--- config.mk ---
export PLATFORM = sky130hd
export DESIGN_NAME = pmc_deserializer
export DESIGN_NICKNAME = d
export VERILOG_FILES = /design/src/rtl/pmc_pkg.sv /design/src/rtl/pmc_deser_lane.sv /design/src/rtl/pmc_deserializer.sv
export SDC_FILE = /design/constraint.sdc
export NUM_CORES = 2
export LEC_CHECK = 0
export ABC_AREA = 1
export CORE_MARGIN = 1
export CORE_UTILIZATION = 45
export CTS_BUF_LIST = sky130_fd_sc_hd__clkbuf_4
export DETAILED_ROUTE_END_ITERATION = 12
export PLACE_DENSITY = 0.71
export SKIP_CTS_REPAIR_TIMING = 1
export SLEW_MARGIN = 10
export SYNTH_ARGS = -nofsm -noshare
export SYNTH_HDL_FRONTEND = slang
export SYNTH_HIERARCHICAL = 1
export SYNTH_SLANG_ARGS = --single-unit
--- constraint.sdc ---
create_clock -name clk -period 22.8 [get_ports clk]
set_input_delay 4.56 -clock clk [delete_from_list [all_inputs] [get_ports clk]]
set_output_delay 4.56 -clock clk [all_outputs]
set_load 0.005 [all_outputs]
--- src/rtl/pmc_pkg.sv ---
// Shared types for the pixel-matrix column deserializer.
// Holds the FSM state encoding used by the top module.
// No logic; types only.
package pmc_pkg;

  typedef enum logic [1:0] {
    IDLE    = 2'd0,
    WAITING = 2'd1,
    ACTIVE  = 2'd2
  } pmc_deser_state_t;

endpackage

--- src/rtl/pmc_deser_lane.sv ---
// One channel's word assembly register: writes din into the bit selected by bit_idx.
// Latency: the assembled word includes the current sample combinationally; stored on the next edge.
// No backpressure: sampling is fully controlled by the parent FSM.
module pmc_deser_lane #(
  parameter int WORD_W    = 16,
  parameter int MSB_FIRST = 1,
  parameter int IDX_W     = $clog2(WORD_W)
) (
  input  logic              clk,
  input  logic              rst,
  input  logic              sample_en,
  input  logic [IDX_W-1:0]  bit_idx,
  input  logic              din,
  output logic [WORD_W-1:0] word
);

  logic [WORD_W-1:0] shreg;
  logic [IDX_W-1:0]  pos;

  // Merge the current sample so a completing bit is visible to the holding register this cycle.
  always_comb begin
    pos  = (MSB_FIRST != 0) ? (IDX_W'(WORD_W - 1) - bit_idx) : bit_idx;
    word = shreg;
    if (sample_en) word[pos] = din;
  end

  // Store the merged word; unsampled bits simply keep stale contents.
  always_ff @(posedge clk) begin
    if (rst) shreg <= '0;
    else     shreg <= word;
  end

endmodule

--- src/rtl/pmc_deserializer.sv ---
// Multi-channel serial-to-parallel receiver for pixel matrix data lines, with word holding register.
// Latency: dout/dout_valid update on the edge ending the last bit's pclk cycle.
// Backpressure: a word completing while the holding register is occupied and not popped is dropped (overrun).
module pmc_deserializer
  import pmc_pkg::*;
#(
  parameter int CHANNELS  = 32,
  parameter int WORD_W    = 16,
  parameter int MSB_FIRST = 1,
  parameter int CNT_W     = 16
) (
  input  logic                            clk,
  input  logic                            rst,
  input  logic                            sh,
  input  logic                            pclk,
  input  logic [CHANNELS-1:0]             pm_dout,
  input  logic                            clr,
  output logic [CHANNELS-1:0][WORD_W-1:0] dout,
  output logic                            dout_valid,
  input  logic                            dout_ready,
  output logic                            busy,
  output logic                            overrun,
  output logic                            frame_err,
  output logic [CNT_W-1:0]                words_cnt
);

  localparam int BW = $clog2(WORD_W);
  localparam logic [BW-1:0] LAST = BW'(WORD_W - 1);

  pmc_deser_state_t state, state_next;
  logic [BW-1:0] bit_cnt, cnt_next;
  logic sample_en, complete, abort_word, slot_free;
  logic [CHANNELS-1:0][WORD_W-1:0] assembled;

  for (genvar c = 0; c < CHANNELS; c++) begin : g_lane
    pmc_deser_lane #(
      .WORD_W   (WORD_W),
      .MSB_FIRST(MSB_FIRST),
      .IDX_W    (BW)
    ) u_lane (
      .clk      (clk),
      .rst      (rst),
      .sample_en(sample_en),
      .bit_idx  (bit_cnt),
      .din      (pm_dout[c]),
      .word     (assembled[c])
    );
  end

  // State and bit counter registers.
  always_ff @(posedge clk) begin
    if (rst) begin
      state   <= IDLE;
      bit_cnt <= '0;
    end else begin
      state   <= state_next;
      bit_cnt <= cnt_next;
    end
  end

  // Next-state logic: a strobe always samples first, so a last bit coinciding with sh falling still completes.
  always_comb begin
    state_next = state;
    cnt_next   = bit_cnt;
    sample_en  = 1'b0;
    complete   = 1'b0;
    abort_word = 1'b0;
    case (state)
      IDLE: begin
        if (sh) state_next = WAITING;
      end
      WAITING: begin
        if (pclk) begin
          sample_en  = 1'b1;
          cnt_next   = BW'(1);
          state_next = ACTIVE;
        end else if (!sh) begin
          state_next = IDLE;
        end
      end
      ACTIVE: begin
        if (pclk && bit_cnt == LAST) begin
          sample_en  = 1'b1;
          complete   = 1'b1;
          cnt_next   = '0;
          state_next = WAITING;
        end else if (!sh) begin
          sample_en  = pclk;
          abort_word = 1'b1;
          cnt_next   = '0;
          state_next = IDLE;
        end else if (pclk) begin
          sample_en = 1'b1;
          cnt_next  = bit_cnt + BW'(1);
        end
      end
      default: begin
        state_next = IDLE;
        cnt_next   = '0;
      end
    endcase
  end

  // A same-cycle pop frees the slot for a completing word.
  assign slot_free = !dout_valid || dout_ready;

  // Holding register: load on completion when free, otherwise clear valid on pop.
  always_ff @(posedge clk) begin
    if (rst) begin
      dout       <= '0;
      dout_valid <= 1'b0;
    end else if (complete && slot_free) begin
      dout       <= assembled;
      dout_valid <= 1'b1;
    end else if (dout_valid && dout_ready) begin
      dout_valid <= 1'b0;
    end
  end

  // Status flags and word counter; clr wins over same-cycle set/increment.
  always_ff @(posedge clk) begin
    if (rst) begin
      overrun   <= 1'b0;
      frame_err <= 1'b0;
      words_cnt <= '0;
      busy      <= 1'b0;
    end else begin
      busy <= (state_next != IDLE);
      if (clr) begin
        overrun   <= 1'b0;
        frame_err <= 1'b0;
        words_cnt <= '0;
      end else begin
        if (complete && !slot_free) overrun <= 1'b1;
        if (abort_word)             frame_err <= 1'b1;
        if (complete && slot_free)  words_cnt <= words_cnt + CNT_W'(1);
      end
    end
  end

endmodule

==> out/metrics.yaml <==
layout.cell_area.non_filler_mm2: 0.0561
grt_max_degree: 231
hold-worst-slack_ns: 0.463
fmax_mhz: 139
place_congestion: 0.865
synth_area_mm2: 0.0461
top_usage_layer: "met2"
start_kind: "input port"
synth_async_sr_flop_share_pct: 0
worst_slack_ns: 15.61
path_max_fanout: 71
ys.flop_type: "dfxtp_1"
end_kind: "flip-flop"
crit_start: "pclk"
nets: 7598
layout_common_cells: "nand2_1, dfxtp_1, inv_1, nor2_1, clkdlybuf4s50_1"
overflow: 0
finalHoldViolCount: 0
syn_to_final_growth_pct: 21.7
critPathKind: "in -> reg"
synth_fp_nets: 6972
maxCapViolations: 0
placementRows: 117
vias: 44300
met3_usage_pct: 6.36
fin_skew_ns: 0.0793
setup_viol: 0
synth_cell_types: 29
grtUsageMet2_pct: 39.8
antenna_left: 0
via_per_inst: 4.87
tightest_slew_ns: 1.20
synth-seq-cells: 1050
ir_worst_vdd_uv: 35.6
cts.path.max_buffers: 4
h-tree-depth: 5
antenna_found_initial: 2
outcome: "finished, final reports clean"
synth_cells: 6928
coreArea_mm2: 0.102
grt_pass1_wl_um: 207000
ff2ff_path_depth: 8
clk_latency_ns: 1.18
drcViolationCount: 0
cts_num_sinks: 1050
dp_hpwl_um: 84600
cts_tree: "built"
final_common_cell: "nand2_1"
power_density_mw_per_mm2: 66.0
rsz0062_at_grt: "false"
post_drt_wl_per_cell_um: 14.2
io_buffers: 569
synth_edf_count: 0
power_leakage_nw: 24.9
grt_use_total_pct: 24.3
fp.dieW_um: 322
layout-drive-gt1-share_pct: 7.89
relSlewSlack_pct: 20.3
post-route-period-util_pct: 31.5
place_area_mm2: 0.0525
cts_made_buffers: 298
min-delay-start: "dout[6]$_SDFFE_PP0P_"
avgSynthCellArea_um2: 6.65
holdCritPathClass: "reg -> reg"
required_ns: 23.74
hold_depth: 2
yosysWarnings: 6
grt_pass1_vias: 41200
die_area_mm2: 0.104
regToRegSetupSlack_ns: 18.66
pre_cts_ws_ns: 14.51
grt_util_met1_pct: 29.8
io_pins: 570
slew_violations: 0
dr.pass1.iters: 6
cp.arrival_ns: 8.13
utilization_pct: 55.2
fill_cells: 10100
fp.dieH_um: 322
regArea_mm2: 0.0210
r2r_end: "dout[335]$_SDFFE_PP0P_"
post-route-min-period_ns: 7.19
tns_ns: 0
cts-root-buf: "clkbuf_4"
cts.clk_slew.worst_paths_ns: 0.06
first_iter_violations: 2944
reg2reg_from: "bit_cnt[1]$_SDFFE_PP0P_"
wirelength_um: 129000
multiInputGateArea_mm2: 0.0201
ys_seq_area_share_pct: 45.6
initial_core_util_pct: 45.3
whs_endpoint: "dout[6]$_SDFFE_PP0P_"
[stage by stage]
| step | std cells | power (mW) |
|---|---|---|
| final | 9111 | 3.70 |
| after global routing | 9111 | 3.88 |
| after CTS | 9110 | 3.75 |
| after detailed placement | 8622 | 2.07 |
| after global placement | 8622 | 2.07 |
| after floorplan | 6928 | 2.03 |
[logic make-up after synthesis]
family / Yosys count / share of synthesized area [%]
flip-flops: 1050 / 45.6
XOR/XNOR: 1 / 0.0190
AND/OR/NAND/NOR: 3806 / 33.9
buffers and inverters: 1260 / 10.8
AO/OA/AOI/OAI: 805 / 9.48
adder cells (fa/ha/maj): 6 / 0.163
[how the worst max path moves through the flow]
stage                                            end  depth (start not counted)
2_1_floorplan                  dout[10]$_SDFFE_PP0P_                          8
3_3_place_gp   g_lane[23].u_lane/shreg[5]$_SDFF_PP0_                          5
3_5_place_dp   g_lane[23].u_lane/shreg[6]$_SDFF_PP0_                          5
4_1_cts        g_lane[23].u_lane/shreg[6]$_SDFF_PP0_                          5
5_1_grt        g_lane[23].u_lane/shreg[6]$_SDFF_PP0_                          5
6_report                      dout[358]$_SDFFE_PP0P_                         12
[cell usage after synthesis (all sizes together) (6+ instances only)]
cell / instances / area share, %
nand4: 10 / 0.14
nand3: 589 / 6.7
inv: 991 / 8.1
nand2: 2179 / 18
o21bai: 130 / 2.1
dfxtp: 1050 / 46
buf: 124 / 1.6
nor2: 1024 / 9.2
o21ai: 141 / 1.5
clkbuf: 145 / 1.2
ha: 6 / 0.16
a21oi: 529 / 5.7
[state kept, by name, summed over array words and instances (netlist names)]
signal	cells
dout_valid	1
bit_cnt	4
busy	1
g_lane.u_lane/shreg	512
overrun	1
words_cnt	16
state	2
dout	512
frame_err	1
[power breakdown]
| part | internal, mW | total, mW | switching [mW] |
|---|---|---|---|
| Combinational | 0.0323 | 0.191 | 0.159 |
| Sequential | 1.84 | 1.85 | 0.00805 |
| Clock | 0.894 | 1.66 | 0.767 |
| Total | 2.76 | 3.70 | 0.934 |
[metal layers]
layer | vias to the layer above | share of wire [%]
met5 | - | 0.0070
met4 | 2 | 3.2
met3 | 230 | 7.1
met2 | 1247 | 46
met1 | 20200 | 43
li1 | 22600 | -
[final cells by class]
| cell class | count | area share [%] |
|---|---|---|
| flip-flops and latches | 1050 | 37.5 |
| multi-input cells | 4618 | 35.8 |
| repair buffers | 595 | 10.6 |
| inverters | 991 | 6.65 |
| clock buffers | 432 | 5.78 |
| well taps | 1368 | 3.05 |
| clock inverters | 56 | 0.531 |
| diodes | 1 | 0.00446 |
[critical path, stage by stage]
cell and delay, ns:
clkdlybuf4s50_1 0.49, inv_1 0.11, a211oi_4 0.66, buf_4 0.42
buf_4 0.82, nand3_2 0.37, nor2_1 0.19, nand2_1 0.07
nand2_1 0.11, inv_1 0.06, nand2_1 0.06, a21oi_1 0.08
Note: power is estimated with default switching activity, not from simulation.
